===== src/rtl/arb_pkg.sv =====
// Types and constants shared by the requester client and the 3-port arbiter.
package arb_pkg;

    typedef enum logic [0:0] {
        IDLE,
        ACTIVE
    } state_e;

    // Port one-hot grant vectors, the same encoding the arbiter uses
    localparam logic [2:0] NONE  = 3'b000;
    localparam logic [2:0] PORT0 = 3'b001;
    localparam logic [2:0] PORT1 = 3'b010;
    localparam logic [2:0] PORT2 = 3'b100;

endpackage


===== src/rtl/arb_cmd_fifo.sv =====
// Burst command queue: DEPTH entries of {len, data}, power-of-two depth so the
// pointers wrap for free.
module arb_cmd_fifo #(
    parameter int unsigned DEPTH = 4,
    parameter int unsigned WIDTH = 12,
    localparam int unsigned PTR_W = $clog2(DEPTH),
    localparam int unsigned CNT_W = $clog2(DEPTH + 1)
) (
    input  logic             clk,
    input  logic             reset_n,
    input  logic             push,
    input  logic             pop,
    input  logic [WIDTH-1:0] wdata,
    output logic [WIDTH-1:0] rdata,
    output logic             full,
    output logic             empty,
    output logic [CNT_W-1:0] count
);

    logic [WIDTH-1:0] mem [DEPTH];
    logic [PTR_W-1:0] wr_ptr;
    logic [PTR_W-1:0] rd_ptr;
    logic             do_push;
    logic             do_pop;

    assign full    = count == CNT_W'(DEPTH);
    assign empty   = count == '0;
    assign do_push = push & ~full;
    // An entry written at this edge is not yet counted, so it can never be popped with it
    assign do_pop  = pop & ~empty;
    assign rdata   = mem[rd_ptr];

    always_ff @(posedge clk) begin
        if (do_push) begin
            mem[wr_ptr] <= wdata;
        end
    end

    always_ff @(posedge clk or negedge reset_n) begin
        if (!reset_n) begin
            wr_ptr <= '0;
            rd_ptr <= '0;
            count  <= '0;
        end else begin
            if (do_push) begin
                wr_ptr <= wr_ptr + PTR_W'(1);
            end
            if (do_pop) begin
                rd_ptr <= rd_ptr + PTR_W'(1);
            end
            unique case ({do_push, do_pop})
                2'b10:   count <= count + CNT_W'(1);
                2'b01:   count <= count - CNT_W'(1);
                default: count <= count;
            endcase
        end
    end

endmodule


===== src/rtl/arb_requester.sv =====
// Requester-side arbiter client: queues burst commands, holds req until every beat
// is granted, and emits one beat strobe per granted cycle.
module arb_requester
    import arb_pkg::*;
#(
    parameter int unsigned DEPTH  = 4,
    parameter int unsigned LEN_W  = 4,
    parameter int unsigned DATA_W = 8,
    parameter int unsigned STARVE = 16
) (
    input  logic              clk,
    input  logic              reset_n,
    input  logic              cmd_valid,
    output logic              cmd_ready,
    input  logic [LEN_W-1:0]  cmd_len,
    input  logic [DATA_W-1:0] cmd_data,
    input  logic              pause,
    output logic              req,
    output logic              en,
    input  logic              grant,
    output logic              beat_valid,
    output logic [DATA_W-1:0] beat_data,
    output logic              beat_last,
    output logic              busy,
    output logic              starve,
    output logic              err
);

    localparam int unsigned CNT_W = $clog2(DEPTH + 1);
    localparam int unsigned STV_W = $clog2(STARVE + 1);
    localparam int unsigned FIFO_W = LEN_W + DATA_W;

    state_e              state;
    logic [LEN_W-1:0]    beats_left;
    logic [LEN_W-1:0]    idx;
    logic [DATA_W-1:0]   base;
    logic [STV_W-1:0]    starve_cnt;

    logic                fifo_push;
    logic                fifo_pop;
    logic                fifo_full;
    logic                fifo_empty;
    logic [CNT_W-1:0]    fifo_count;
    logic [FIFO_W-1:0]   fifo_rdata;
    logic                granted;
    logic                last_beat;

    assign cmd_ready = fifo_count != CNT_W'(DEPTH);
    assign fifo_push = cmd_valid & ~fifo_full;
    assign granted   = req & en & grant;
    assign last_beat = beats_left == '0;
    assign busy      = state != IDLE;
    // Pop in IDLE, or on the final granted beat so the next burst follows with no bubble
    assign fifo_pop  = ~fifo_empty & ((state == IDLE) | (granted & last_beat));

    arb_cmd_fifo #(
        .DEPTH (DEPTH),
        .WIDTH (FIFO_W)
    ) u_fifo (
        .clk     (clk),
        .reset_n (reset_n),
        .push    (fifo_push),
        .pop     (fifo_pop),
        .wdata   ({cmd_len, cmd_data}),
        .rdata   (fifo_rdata),
        .full    (fifo_full),
        .empty   (fifo_empty),
        .count   (fifo_count)
    );

    always_ff @(posedge clk or negedge reset_n) begin
        if (!reset_n) begin
            state      <= IDLE;
            req        <= 1'b0;
            beats_left <= '0;
            idx        <= '0;
            base       <= '0;
            beat_valid <= 1'b0;
            beat_data  <= '0;
            beat_last  <= 1'b0;
        end else begin
            beat_valid <= 1'b0;
            beat_last  <= 1'b0;
            unique case (state)
                IDLE: begin
                    if (!fifo_empty) begin
                        beats_left <= fifo_rdata[FIFO_W-1:DATA_W];
                        base       <= fifo_rdata[DATA_W-1:0];
                        idx        <= '0;
                        req        <= 1'b1;
                        state      <= ACTIVE;
                    end
                end
                ACTIVE: begin
                    if (granted) begin
                        beat_valid <= 1'b1;
                        beat_data  <= base + DATA_W'(idx);
                        beat_last  <= last_beat;
                        if (!last_beat) begin
                            idx        <= idx + LEN_W'(1);
                            beats_left <= beats_left - LEN_W'(1);
                        end else if (!fifo_empty) begin
                            beats_left <= fifo_rdata[FIFO_W-1:DATA_W];
                            base       <= fifo_rdata[DATA_W-1:0];
                            idx        <= '0;
                        end else begin
                            req   <= 1'b0;
                            state <= IDLE;
                        end
                    end
                end
                default: begin
                    req   <= 1'b0;
                    state <= IDLE;
                end
            endcase
        end
    end

    // Monitors: both flags are sticky until reset
    always_ff @(posedge clk or negedge reset_n) begin
        if (!reset_n) begin
            en         <= 1'b0;
            starve_cnt <= '0;
            starve     <= 1'b0;
            err        <= 1'b0;
        end else begin
            en <= ~pause;
            if (!req || granted) begin
                starve_cnt <= '0;
            end else if (starve_cnt != STV_W'(STARVE)) begin
                starve_cnt <= starve_cnt + STV_W'(1);
                if (starve_cnt == STV_W'(STARVE - 1)) begin
                    starve <= 1'b1;
                end
            end
            if (grant && (!req || !en)) begin
                err <= 1'b1;
            end
        end
    end

endmodule

===== config.mk =====
export PLATFORM = sky130hd
export DESIGN_NAME = arb_requester
export DESIGN_NICKNAME = d
export VERILOG_FILES = /design/src/rtl/arb_pkg.sv /design/src/rtl/arb_cmd_fifo.sv /design/src/rtl/arb_requester.sv
export SDC_FILE = /design/constraint.sdc
export NUM_CORES = 1
export LEC_CHECK = 0
export ABC_AREA = 1
export BUFFER_PORTS_ARGS = -buffer_cell sky130_fd_sc_hd__buf_4
export CORE_MARGIN = 3
export CORE_UTILIZATION = 54
export CTS_CLUSTER_SIZE = 8
export DETAILED_ROUTE_END_ITERATION = 8
export GPL_TIMING_DRIVEN = 0
export HOLD_SLACK_MARGIN = 0.02
export PLACE_DENSITY = 0.76
export SLEW_MARGIN = 20
export SYNTH_ARGS = -nofsm -noshare
export SYNTH_HDL_FRONTEND = slang
export SYNTH_SLANG_ARGS = --single-unit

===== constraint.sdc =====
create_clock -name clk -period 2.2 [get_ports clk]
set_input_delay 0.44 -clock clk [delete_from_list [all_inputs] [get_ports clk]]
set_output_delay 0.44 -clock clk [all_outputs]
set_load 0.01 [all_outputs]

# Yosys cells after proc, flatten, opt, wreduce, memory -nomap -nowiden
# Memories as Yosys holds them, arrays and structs flattened.
# Cells that the tools add are included.
dict set report word_totals {
  register_bits 43
  latch_bits 0
  mem_bits_rw 48
  mem_bits_ro 0
  out_inout_bits 16
  word_cells 90
  mem_count 1
}
dict set report op_classes {
  addsub 8
  multipliers 0
  div_mod_pow 0
  order_cmp 0
  n_eq_ne 10
  n_shift 0
  muxes 30
  bitwise 13
  reduce_logical 13
}
# memory words width rd rd_clocked_by_memory_dff write_ports line
set memory_table {}
lappend memory_table {u_fifo.mem 4 12 1 0 1 arb_cmd_fifo.sv:20} ;# logic [WIDTH-1:0] mem [DEPTH];
# cell n
set ops {}
lappend ops {{4-bit 2-to-1 mux} 6}
lappend ops {{8-bit 2-to-1 mux} 3}
lappend ops {{4-bit case mux with 2 select lines} 2}
lappend ops {{8-bit case mux with 2 select lines} 1}
lappend ops {{1-bit 2-to-1 mux} 13}
lappend ops {{5-bit 2-to-1 mux} 2}
lappend ops {{8-bit by 4-bit adder with 8-bit output} 1}
lappend ops {{1-bit AND} 7}
lappend ops {{2-bit by 1-bit inequality test with 1-bit output (second input constant)} 3}
lappend ops {{3-bit case mux with 2 select lines} 1}
lappend ops {{5-bit by 1-bit adder with 5-bit output (second input constant)} 1}
lappend ops {{5-bit by 4-bit equality test with 1-bit output (second input constant)} 1}
lappend ops {{5-bit inequality test (second input constant)} 1}
lappend ops {{1-bit inverter} 5}
lappend ops {{2-bit by 1-bit adder with 2-bit output (second input constant)} 2}
lappend ops {{4-bit by 1-bit adder with 4-bit output (second input constant)} 1}
lappend ops {{4-bit logical NOT} 1}
lappend ops {{1-bit case mux with 2 select lines} 2}
lappend ops {{2-bit AND reduction} 2}
lappend ops {{4-bit AND reduction} 1}
lappend ops {{2-bit nonzero test} 2}
lappend ops {{4-bit by 1-bit subtractor with 4-bit output (second input constant)} 1}
lappend ops {{3-bit by 1-bit adder with 3-bit output (second input constant)} 1}
lappend ops {{3-bit equality test (second input constant)} 1}
lappend ops {{other kinds (11)} 13}

# Depth between registers and ports, before layout
# Gate-level depths: netlist (run 1).
dict set report depth {
  ltp_word 8
  mapped_depth 14
  mapped_depth_nobuf 13
}

# Cells and area by module
# From an unflattened synthesis (run 1), not the netlist that was laid out.
dict set report hier_totals {
  cells_unflattened 424
  area_unflattened_um2 4332.9
}
# mod instances cells_each area_each_um2 seq_area_each_um2
set modules_own_cells {}
lappend modules_own_cells {arb_cmd_fifo 1 201 2451.1 1616.6}
lappend modules_own_cells {arb_requester 1 223 1881.8 900.9}

# Worst setup path after synthesis (run 1)
# No wires, ideal clock.
dict set report synth_path {
  path_kind {register to register}
  from {reg beats_left[0]}
  to {reg u_fifo.count[2]}
  arrival_time_ns 2.116
  setup_slack_ns 0.005
  path_stages_with_launch 15
  cell_sequence {dfrtp_1 inv_1 ha_1 nand3_4 nand2_4 nand3_4 clkinv_4 buf_6 ha_1 inv_1 fa_1 nor2_1 nor2_1 nand2_1 xor2_1}
}
dict set report synth_via {
  elab_chain_cells 7
}
# item line
set synth_lines {}
lappend synth_lines {{start, declared} arb_requester.sv:34} ;# logic [LEN_W-1:0] beats_left;
lappend synth_lines {{start signal, assigned} arb_requester.sv:87} ;# beats_left <= fifo_rdata[FIFO_W-1:DATA_W];
lappend synth_lines {{start signal, assigned} arb_requester.sv:101} ;# beats_left <= beats_left - LEN_W'(1);
lappend synth_lines {{start signal, assigned} arb_requester.sv:103} ;# beats_left <= fifo_rdata[FIFO_W-1:DATA_W];
lappend synth_lines {{4-bit logical NOT (*)} arb_requester.sv:51} ;# assign last_beat = beats_left == '0;
lappend synth_lines {{1-bit AND (*)} arb_requester.sv:54} ;# assign fifo_pop = ~fifo_empty & ((state == IDLE) | (granted & last_beat));
lappend synth_lines {{1-bit OR (*)} arb_requester.sv:54}
lappend synth_lines {{1-bit AND (*)} arb_requester.sv:54}
lappend synth_lines {{1-bit AND (*)} arb_cmd_fifo.sv:30} ;# assign do_pop = pop & ~empty;
lappend synth_lines {{via u_fifo.do_pop} arb_cmd_fifo.sv:24} ;# logic do_pop;
lappend synth_lines {{2-bit by 1-bit equality test with 1-bit output / 2-bit equality test (equally long branches)} arb_cmd_fifo.sv:51} ;# unique case ({do_push, do_pop})
lappend synth_lines {{3-bit case mux with 2 select lines / 2-bit nonzero test (equally long branches)} -}
lappend synth_lines {{end signal, assigned} arb_cmd_fifo.sv:52} ;# 2'b10: count <= count + CNT_W'(1);
lappend synth_lines {{end signal, assigned} arb_cmd_fifo.sv:53} ;# 2'b01: count <= count - CNT_W'(1);
lappend synth_lines {{end signal, assigned} arb_cmd_fifo.sv:54} ;# default: count <= count;
lappend synth_lines {{end, declared} arb_cmd_fifo.sv:17} ;# output logic [CNT_W-1:0] count
# The timed path passes the listed nets; every way through them passes the cells marked *.
# A chain may end at the register's enable or synchronous reset.

# Worst setup path in the final report (run 1)
dict set report layout_path {
  from {reg beats_left[1]}
  to {reg u_fifo.count[2]}
}
dict set report layout_via {
  elab_chain_cells 7
}
# item line
set layout_lines {}
lappend layout_lines {{4-bit logical NOT (*)} arb_requester.sv:51}
lappend layout_lines {{1-bit AND (*)} arb_requester.sv:54}
lappend layout_lines {{1-bit OR (*)} arb_requester.sv:54}
lappend layout_lines {{1-bit AND (*)} arb_requester.sv:54}
lappend layout_lines {{1-bit AND (*)} arb_cmd_fifo.sv:30}
lappend layout_lines {{2-bit by 1-bit equality test with 1-bit output / 2-bit equality test (equally long branches)} arb_cmd_fifo.sv:51}
lappend layout_lines {{3-bit case mux with 2 select lines / 2-bit nonzero test (equally long branches)} -}
# Every way passes the cells marked *; elsewhere a longest branch is shown, timed or not.

==> reports/summary.txt, run 1 <==
Initial DRC Count -> 96
sw power -> 2.275 mW
cell-internal power -> 3.598 mW
critical path required time -> 2490 ps
critical path fanouts, max -> 5
Hold Buf Count CTS -> 0
Area after DPL -> 4551 um^2
Core Box Area -> 7370 um^2
I/O Buffers -> 32
skew final -> 7.339 ps
Sink Count -> 91
VDD IR max -> 0.0005415 V
Leak -> 2.228 nW
max-slew violations -> 0
design area -> 4836 um^2
row count -> 31
clk slew on worst S/H paths -> 100 ps
Die Width -> 94.05 um
overall power -> 5.873 mW
area leader, netlist -> edfxtp_1
CP bufs+invs -> 3
crit-path max cell delay -> 420 ps
first-pass GRT wire length -> 13.21 mm
Period minus WS final -> 2046 ps
I/O pin total -> 33
CP cell instances -> inv_2 > ha_4 > nand3_4 > nand2_4 > nand3_4 > inv_8 > ha_1 > inv_1 > fa_1 > nor2_1 > nor2_1 > nand2_1 > xor2_1
library cells used by synthesis -> 38
drt pass-1 iters -> 4
P per Cell Area -> 1214 nW/um^2
mean post-synth cell area -> 9.968 um^2
DRT Wirelength -> 7.791 mm
Net Count, Synth -> 454
DR WL met3 -> 455 um
Synthesis Warnings -> 0
critical path endpoint category -> register
Root Buffer -> clkbuf_8
vias in the first global route -> 2830
initial antenna violation count -> 0
Max Used Layer -> met4
final hold vios -> 0
layout cells sized above 1 -> 0.1904
flops & latches, synth -> 91
die height -> 94.05 um
Flop pwr share -> 0.445
# diodes -> 0
Vias -> 2966
Placer Congestion -> 0.8333
H-Tree Depth -> 3
max_slew headroom -> 0.5266
pre-CTS setup slack -> -264.0 ps
gr ovfl total -> 0
largest net degree at the start of global routing -> 44
Worst Setup Start Kind -> register
DR DRC count -> 0
Placed Cells -> 551
arrival time at the worst endpoint -> 2330 ps
vias per inst -> 5.140
Sum Neg Setup Slack -> 0 ps
Clock Power Share -> 0.185
Syn Inst Count -> 420
die area -> 8845 um^2
Comb pwr share -> 0.369
sequential area share after synthesis -> 0.6013
worst slew pin tran -> 709.3 ps
Hold WC Path Type -> in2async
Longest Clk Path Bufs -> 2
final worst path period share -> 0.9298
# setup viols final -> 0
routed metal-1 wire length -> 3.487 mm
crit path kind -> reg2reg
total CTS buffers -> 9
Yosys top cell area share -> 0.3443
met2 WL -> 3.758 mm
synthesized area -> 4187 um^2
Clock Latency Late Sink -> 360 ps
Sw Ratio -> 0.3874
Final Non-Filler Cells -> 577
Initial Util -> 0.5681
Total Nets Final -> 507
top cells by area, synth -> edfxtp_1, dfrtp_1, nand2_1, ha_1, inv_1
family with the most delay on the worst path -> adder cells
CP max stage cell -> dfrtp_1
final HPWL from detailed placement -> 5.299 mm
status -> finished, final reports clean
Max Clock Freq -> 488.9 MHz
total track usage -> 0.1949
worst setup margin -> 154.4 ps
CTS tree -> built
Syn-to-layout area delta -> 15.51%
Antenna Nets Post-Route -> 0
Max-Cap Viols -> 0
Routed WL per cell -> 13.50 um
## cell families (layout without fill, tap and decap cells)
kind of cell / after synthesis / after routing / synth area share
AOI/OAI and AO/OA: 56 / 56 / 0.07562
buffers and inverters: 63 / 121 / 0.06336
xor gates and xnor gates: 7 / 7 / 0.01464
adders and majority gates: 17 / 17 / 0.05439
DFF: 91 / 91 / 0.6013
and+or+nand+nor: 186 / 186 / 0.1907
## power groups by stage
| stage | sequential, mW | combinational, mW | clock [mW] |
|---|---|---|---|
| after detailed placement | 2.65 | 2.06 | 0 |
| after global placement | 2.62 | 1.97 | 0 |
| after global routing | 2.68 | 2.51 | 1.16 |
| final | 2.62 | 2.17 | 1.09 |
| after CTS | 2.62 | 2.11 | 1.11 |
| after floorplan | 2.61 | 1.43 | 0 |
## registers in the layout, summed over array words and instances (netlist names), 2 cells and up
register,count
u_fifo.count,3
idx,4
u_fifo.wr_ptr,2
u_fifo.rd_ptr,2
starve_cnt,5
beat_data,8
u_fifo.mem,48
beats_left,4
base,8
## cell usage after synthesis, drive strengths merged
cell type and n:
inv 51, o211ai 1, xnor2 2, a21boi 1
edfxtp 48, nor2 41, o21bai 1, nand3 34
clkbuf 3, nor3 1, dfrtp 43, or2 1
clkinv 1, o22ai 8, nand4 3, a21o 1
fa 2, ha 15, a21oi 9, a31oi 1
xor2 5, o21ai 33, nand3b 1, buf 8
a31o 1, nand2 105
## worst reg2reg max path: stages, from the launching register on
cell,delay [ps]
dfrtp_1,420
inv_2,90
ha_4,140
nand3_4,110
nand2_4,100
nand3_4,100
inv_8,90
ha_1,140
inv_1,70
fa_1,370
nor2_1,100
nor2_1,40
nand2_1,60
xor2_1,150
## layer usage
metal,vias up,global-route usage
met1,1388,0.2481
li1,1493,-
met5,-,0
met4,0,0.07702
met3,9,0.03846
met2,76,0.3276
## metrics by stage
step	hold slack (ps)	util
after floorplan	144.4	-
after global placement	443.1	0.6175
after detailed placement	445.8	0.6175
after CTS	63.18	0.6457
after global routing	91.86	0.6562
final	48.71	0.6562
## final cells by class
type	count	area [um^2]
multi-input combinational	266	1429
clock inverter	7	62.56
timing repair buffer	43	322.8
inverter	52	202.7
fill	608	2534
clock buffer	9	123.9
buffer	10	53.80
sequential	91	2517
tap	99	123.9
## layout by cell type, fill, tap and decap left out, drive strengths merged, types with 12 or more instances in the layout
| master | count |
|---|---|
| inv | 58 |
| buf | 50 |
| nand3 | 34 |
| dfrtp | 43 |
| clkbuf | 12 |
| ha | 15 |
| nor2 | 41 |
| o21ai | 33 |
| edfxtp | 48 |
| nand2 | 105 |
## final timing paths
check	start	end	slack, ps	cells past startpoint
worst max-delay path	beats_left[1]	u_fifo.count[2]	150	13
worst max register to register	beats_left[1]	u_fifo.count[2]	150	13
worst min-delay path	reset_n	beat_valid	50	1
worst min register to register	err	err	460	1
min in group clk	pause	en	210	2
max in group asynchronous	reset_n	u_fifo.wr_ptr[1]	1780	1
## repair_timing
item                                    CTS  global route
gates cloned                              0             0
gates resized for setup                   3             3
pin swaps                                 1             2
hold endpoints to repair                  0             0
setup buffers                             4             7
endpoints found under the setup margin    2             1
No activity file was read; power rests on OpenSTA's default activity.
==> run 2, diff against run 1 <==
--- a/config.mk
+++ b/config.mk
@@ -17,4 +17,5 @@
 export SLEW_MARGIN = 20
 export SYNTH_ARGS = -nofsm -noshare
 export SYNTH_HDL_FRONTEND = slang
+export SYNTH_HIERARCHICAL = 1
 export SYNTH_SLANG_ARGS = --single-unit
==> run 2 against run 1 <==
Effect of this change: cell area up 3.6%; clock-buffer cell count unchanged; register-to-register slack worse by 50 ps; combinational power up 20%; maximum frequency down 2.2%; die area up 3.3%; area after synthesis up 3.5%; non-clock buffer count down 3; clock skew up 0.59 ps; flip-flop and latch count unchanged; hold slack worse by 3.1 ps; critical path type unchanged.
==> reports/summary.txt, run 2 <==
Die Width -> 95.58 um (+1.6%)
DR DRC count -> 0 (unchanged)
# diodes -> 0 (unchanged)
VDD IR max -> 0.0004912 V (-9.3%)
Initial DRC Count -> 104 (+8.3%)
critical path endpoint category -> register
unrepaired setup endpoints after global routing -> yes
Total Nets Final -> 509 (+0.39%)
Largest register FFs -> 48 (unchanged)
Top Registers -> u_fifo/mem (48), base (8), beat_data (8)
Flop pwr share -> 0.416 (-0.029)
area leader, netlist -> edfxtp_1
drt pass-1 iters -> 4 (unchanged)
Period minus WS final -> 2092 ps (+46.70 ps)
Post-synth EDFFs -> 48 (unchanged)
Sw Ratio -> 0.3939 (+0.006510)
I/O pin total -> 33 (unchanged)
Root Buffer -> clkbuf_8
worst slew pin tran -> 739.6 ps (+30.23 ps)
row count -> 32 (+3.2%)
Synthesis Warnings -> 6 (+6)
crit path kind -> reg2reg
Antenna Nets Post-Route -> 0 (unchanged)
max_slew headroom -> 0.5064 (-0.02017)
Syn Inst Count -> 424 (+0.95%)
Vias -> 2964 (-0.067%)
skew final -> 7.929 ps (+0.5898 ps)
Sum Neg Setup Slack -> 0 ps (unchanged)
Routed WL per cell -> 13.58 um (+0.61%)
sequential area share after synthesis -> 0.5810 (-0.02032)
CP bufs+invs -> 3 (unchanged)
vias in the first global route -> 2896 (+2.3%)
Clock Power Share -> 0.170 (-0.015)
final worst path period share -> 0.9510 (+0.02123)
Worst Setup Start Kind -> register
top cells by area, synth -> edfxtp_1, dfrtp_1, nand2_1, inv_1, ha_1
Yosys top cell area share -> 0.3327 (-0.01163)
flops & latches, synth -> 91 (unchanged)
I/O Buffers -> 32 (unchanged)
clk slew on worst S/H paths -> 100 ps (about the same)
# setup viols final -> 0 (unchanged)
CP max stage cell -> dfrtp_1
first-pass GRT wire length -> 13.24 mm (+0.27%)
Clock Latency Late Sink -> 360 ps (about the same)
die area -> 9135 um^2 (+3.3%)
Initial Util -> 0.5578 (-0.01025)
final hold vios -> 0 (unchanged)
P per Cell Area -> 1260 nW/um^2 (+3.8%)
Max Clock Freq -> 477.9 MHz (-2.2%)
total CTS buffers -> 9 (unchanged)
gr ovfl total -> 0 (unchanged)
synthesized area -> 4333 um^2 (+3.5%)
Comb pwr share -> 0.414 (+0.045)
library cells used by synthesis -> 36 (-5.3%)
Placer Congestion -> 0.8284 (-0.59%)
top-count cell post-synth -> nand2_1
arrival time at the worst endpoint -> 2350 ps (+20 ps)
Syn-to-layout area delta -> 15.62% (about the same)
Longest Clk Path Bufs -> 2 (unchanged)
H-Tree Depth -> 3 (unchanged)
Hold WC Path Type -> in2async
family with the most delay on the worst path -> simple AND/OR/NAND/NOR gates
critical path fanouts, max -> 5 (unchanged)
DRT Wirelength -> 7.920 mm (+1.7%)
sw power -> 2.487 mW (+9.3%)
Sink Count -> 91 (unchanged)
most common cell after layout, fill and taps aside -> nand2_1
final HPWL from detailed placement -> 5.417 mm (+2.2%)
CP cell instances -> inv_2 > ha_4 > nand3_4 > nand2_4 > nand2_4 > nor2_8 > nand2_4 > inv_2 > ha_4 > inv_2 > fa_2 > nand2_2 > nand3_2 > nand2_1 > nand2_1
Net Count, Synth -> 457 (+0.66%)
Max-Cap Viols -> 0 (unchanged)
total track usage -> 0.1914 (-0.003492)
worst setup margin -> 107.7 ps (-46.70 ps)
most instantiated cells after synthesis -> nand2_1, inv_1, edfxtp_1
largest net degree at the start of global routing -> 44 (unchanged)
status -> finished, final reports clean
CTS tree -> built
crit-path max cell delay -> 420 ps (about the same)
largest register by flop count -> u_fifo/mem
commonest cells after routing, fill and taps aside -> nand2_1, inv_1, edfxtp_1
die height -> 95.58 um (+1.6%)
max-slew violations -> 0 (unchanged)
pre-CTS setup slack -> -274.5 ps (-10.47 ps)
initial antenna violation count -> 0 (unchanged)
cell-internal power -> 3.826 mW (+6.4%)
layout cells sized above 1 -> 0.2308 (+0.04039)
Primary FF master, synth -> edfxtp_1
mean post-synth cell area -> 10.22 um^2 (+2.5%)
ys async rst share -> 0.4725 (unchanged)
Core Box Area -> 7767 um^2 (+5.4%)
Leak -> 2.370 nW (+6.4%)
Hold Slack -> 45.66 ps (-3.055 ps)
critical path required time -> 2460 ps (-30 ps)
vias per inst -> 5.084 (-1.1%)
run 2: cell types whose count changed after synthesis, sizes merged, moves of 2 or more:
| cell | previous run | this run |
|---|---|---|
| a21oi | 9 | 7 |
| clkbuf | 3 | 1 |
| inv | 51 | 70 |
| nand2 | 105 | 125 |
| nand3 | 34 | 27 |
| nor2 | 41 | 22 |
| o211ai | 1 | 27 |
| o21ai | 33 | 13 |
| o22ai | 8 | 1 |
| xor2 | 5 | 3 |
run 2: final timing paths:
| check | to | cells past startpoint | startpoint | slack [ps] |
|---|---|---|---|---|
| worst min-delay path | starve_cnt[3] | 1 | reset_n | 50 |
| min in group clk | en | 2 | pause | 220 |
| worst max register to register | u_fifo/count[2] | 15 | beats_left[0] | 110 |
| worst max-delay path | u_fifo/count[2] | 15 | beats_left[0] | 110 |
| max in group asynchronous | u_fifo/rd_ptr[1] | 1 | reset_n | 1780 |
| worst min register to register | err | 1 | err | 460 |
run 2: cell type report:
| cell class | instances | area, um^2 |
|---|---|---|
| fillers | 640 | 2758 |
| flip-flops and latches | 91 | 2517 |
| multi-input cells | 254 | 1513 |
| repair buffers | 42 | 315.3 |
| inverters | 70 | 262.8 |
| well taps | 102 | 127.6 |
| clock buffers | 9 | 123.9 |
| plain buffers | 8 | 85.08 |
| clock inverters | 7 | 65.06 |
run 2: metrics by stage:
| step | power (mW) | instances | cell area [um^2] | utilization |
|---|---|---|---|---|
| after floorplan | 4.404 | 424 | 4345 | - |
| after global placement | 4.994 | 558 | 4713 | 0.6068 |
| after detailed placement | 5.126 | 558 | 4721 | 0.6078 |
| after CTS | 6.275 | 579 | 4960 | 0.6385 |
| after global routing | 6.831 | 583 | 5010 | 0.6450 |
| final | 6.313 | 583 | 5010 | 0.6450 |
run 2: metal layers:
metal | share of wire | up-vias | wire [um] | track usage
li1 | - | 1491 | - | -
met1 | 0.43 | 1395 | 3436 | 0.2361
met2 | 0.50 | 68 | 3966 | 0.3306
met3 | 0.051 | 10 | 401 | 0.04578
met4 | 0.015 | 0 | 115 | 0.06161
met5 | 0 | - | 0 | 0
run 2: power by group through the flow:
stage	sequential, mW	clock, mW	combinational, mW
2_1_floorplan	2.63	0	1.77
3_3_place_gp	2.64	0	2.36
3_5_place_dp	2.66	0	2.47
4_1_cts	2.62	1.11	2.54
5_1_grt	2.69	1.18	2.97
6_report	2.63	1.08	2.61
run 2: logic make-up after synthesis:
group / after synthesis / synth area share
and+or+nand+nor: 181 / 0.1857
adders and majority gates: 16 / 0.04967
AOI/OAI and AO/OA: 52 / 0.08981
xor gates and xnor gates: 5 / 0.01011
DFF: 91 / 0.5810
buffers and inverters: 79 / 0.08374
run 2: timing repair:
item / in CTS / in global routing
setup endpoints to repair: 14 / 2
resized for setup: 6 / 9
hold buffers: 0 / 0
pin swaps: 2 / 7
setup buffers: 5 / 5
==> run 3, diff against run 2 <==
--- a/config.mk
+++ b/config.mk
@@ -8,12 +8,14 @@
 export ABC_AREA = 1
 export BUFFER_PORTS_ARGS = -buffer_cell sky130_fd_sc_hd__buf_4
 export CORE_MARGIN = 3
-export CORE_UTILIZATION = 54
+export CORE_UTILIZATION = 56
+export CTS_BUF_LIST = sky130_fd_sc_hd__clkbuf_8
+export CTS_CLUSTER_DIAMETER = 80
 export CTS_CLUSTER_SIZE = 8
 export DETAILED_ROUTE_END_ITERATION = 8
 export GPL_TIMING_DRIVEN = 0
 export HOLD_SLACK_MARGIN = 0.02
-export PLACE_DENSITY = 0.76
+export PLACE_DENSITY = 0.78
 export SLEW_MARGIN = 20
 export SYNTH_ARGS = -nofsm -noshare
 export SYNTH_HDL_FRONTEND = slang
==> run 3 against run 2 <==
Effect of this change: worst setup slack improved by 17 ps; routed wire length down 1.2%; global-route usage fell by 0.13 points; critical path type unchanged.
==> reports/summary.txt, run 3 (synthesized netlist as in run 2, its figures left out) <==
status -> finished, final reports clean
CP max stage cell -> nor2_2
Syn-to-layout area delta -> 15.56% (about the same)
# fillers -> 582 (-9.1%)
Area after DPL -> 4710 um^2 (-0.24%)
Placer Congestion -> 0.7866 (-5.0%)
Longest Clk Path Bufs -> 2 (unchanged)
vias per inst -> 5.095 (+0.22%)
Clock Latency Late Sink -> 360 ps (about the same)
final worst path period share -> 0.9434 (-0.007619)
Period minus WS final -> 2076 ps (-16.76 ps)
Worst R2R End -> u_fifo/mem[0][7]
Worst Setup Start Kind -> register
total track usage -> 0.1901 (-0.001334)
CP dominant cell by count -> inv_1
I/O pin total -> 33 (unchanged)
I/O Buffers -> 32 (unchanged)
Die Width -> 93.96 um (-1.7%)
Sum Neg Setup Slack -> 0 ps (unchanged)
crit-path max cell delay -> 600 ps (+180 ps)
critical path required time -> 2190 ps (-270 ps)
Worst R2R Start -> u_fifo/count[0]
Initial Util -> 0.5879 (+0.03012)
layout cells sized above 1 -> 0.2218 (-0.009012)
most common cell after layout, fill and taps aside -> nand2_1
clk slew on worst S/H paths -> 90 ps (about the same)
largest register by flop count -> u_fifo/mem
Vias -> 2940 (-0.81%)
critical path fanouts, max -> 12 (+7)
worst setup margin -> 124.5 ps (+16.76 ps)
worst slew pin tran -> 751.4 ps (+11.84 ps)
CTS tree -> built
Hold Buf Count CTS -> 0 (unchanged)
multi-input logic area -> 1519 um^2 (+0.41%)
P per Cell Area -> 1268 nW/um^2 (+0.66%)
Initial DRC Count -> 109 (+4.8%)
die height -> 93.96 um (-1.7%)
Top Registers -> u_fifo/mem (48), base (8), beat_data (8)
Largest register FFs -> 48 (unchanged)
Total Nets Final -> 506 (-0.59%)
initial antenna violation count -> 0 (unchanged)
Antenna Nets Post-Route -> 0 (unchanged)
gr ovfl total -> 0 (unchanged)
Reg2Reg Depth -> 6 (-9)
DRT Wirelength -> 7.828 mm (-1.2%)
VDD IR max -> 0.0005220 V (+6.3%)
Hold WC Path Type -> in2async
max-slew violations -> 0 (unchanged)
CP cell instances -> inv_1 > nand3_2 > inv_1 > nor2_1 > nand2_4 > nor2_2
H-Tree Depth -> 3 (unchanged)
crit path kind -> reg2reg
largest net degree at the start of global routing -> 44 (unchanged)
# setup viols final -> 0 (unchanged)
Max-Cap Viols -> 0 (unchanged)
final hold vios -> 0 (unchanged)
critical path endpoint category -> register
max_slew headroom -> 0.4985 (-0.007900)
# diodes -> 0 (unchanged)
Leak -> 2.351 nW (-0.79%)
total CTS buffers -> 9 (unchanged)
vias in the first global route -> 2783 (-3.9%)
final HPWL from detailed placement -> 5.296 mm (-2.2%)
skew final -> 9.283 ps (+1.355 ps)
DR DRC count -> 0 (unchanged)
pre-CTS setup slack -> -230.8 ps (+43.65 ps)
Sink Count -> 91 (unchanged)
arrival time at the worst endpoint -> 2070 ps (-280 ps)
FF+latch area -> 2517 um^2 (unchanged)
Core Util, Final -> 0.6795 (+0.03448)
R2R Setup Slk -> 120 ps (+20 ps)
first-pass GRT wire length -> 12.90 mm (-2.6%)
drt pass-1 iters -> 4 (unchanged)
design area -> 5007 um^2 (about the same)
commonest cells after routing, fill and taps aside -> nand2_1, inv_1, edfxtp_1
die area -> 8828 um^2 (-3.4%)
row count -> 31 (-3.1%)
Routed WL per cell -> 13.57 um (-0.13%)
Hold Slack -> 45.43 ps (-0.2274 ps)
Root Buffer -> clkbuf_8
Max Clock Freq -> 481.8 MHz (+0.81%)
Core Box Area -> 7370 um^2 (-5.1%)
==> run 3: worst max-delay path by stage <==
stage	start	endpoint	slack (ps)	cells after the start
finish	u_fifo/count[0]	u_fifo/mem[0][7]	120	6
global route	beats_left[0]	u_fifo/count[2]	-2	15
CTS	u_fifo/count[0]	u_fifo/mem[2][9]	-180	6
detailed placement	beats_left[0]	u_fifo/count[2]	-230	16
global placement	beats_left[0]	u_fifo/count[2]	-160	16
floorplan	beats_left[0]	u_fifo/count[2]	10	16
==> run 3: through the flow <==
stage / cells / total power [mW]
5_1_grt: 577 / 6.841
4_1_cts: 573 / 6.283
3_5_place_dp: 555 / 5.095
2_1_floorplan: 424 / 4.404
6_report: 577 / 6.351
3_3_place_gp: 555 / 4.987
==> run 3: critical path: cells and delay by family, from the launching register on <==
kind / cells / cell delay [ps]
buf+inv: 2 / 170
simple gates: 4 / 1140
flops: 1 / 400
==> run 3: final cells by class <==
class	instances	share of cell area
Buffer	8	0.01699
Clock buffer	9	0.02474
Clock inverter	7	0.01649
Inverter	70	0.05247
Multi-Input combinational cell	254	0.3033
Sequential cell	91	0.5027
Tap cell	99	0.02474
Timing Repair Buffer	39	0.05847
==> run 3: repair_timing <==
item,CTS,global route
endpoints found under the setup margin,50,2
resized for setup,3,10
buffers inserted,2,5
gates cloned,0,0
pin swaps,2,6
==> run 3: routing by layer <==
| metal | share of wire | wire [um] | global-route usage |
|---|---|---|---|
| met1 | 0.46 | 3597 | 0.2469 |
| met2 | 0.48 | 3792 | 0.3187 |
| met3 | 0.042 | 331 | 0.02644 |
| met4 | 0.014 | 106 | 0.08183 |
| met5 | 0 | 0 | 0 |
==> run 3: where the power goes <==
part,switching (mW),internal [mW],total (mW)
clock,0.626,0.543,1.17
sequential,0.322,2.31,2.63
combinational,1.52,1.04,2.55
total,2.47,3.89,6.35
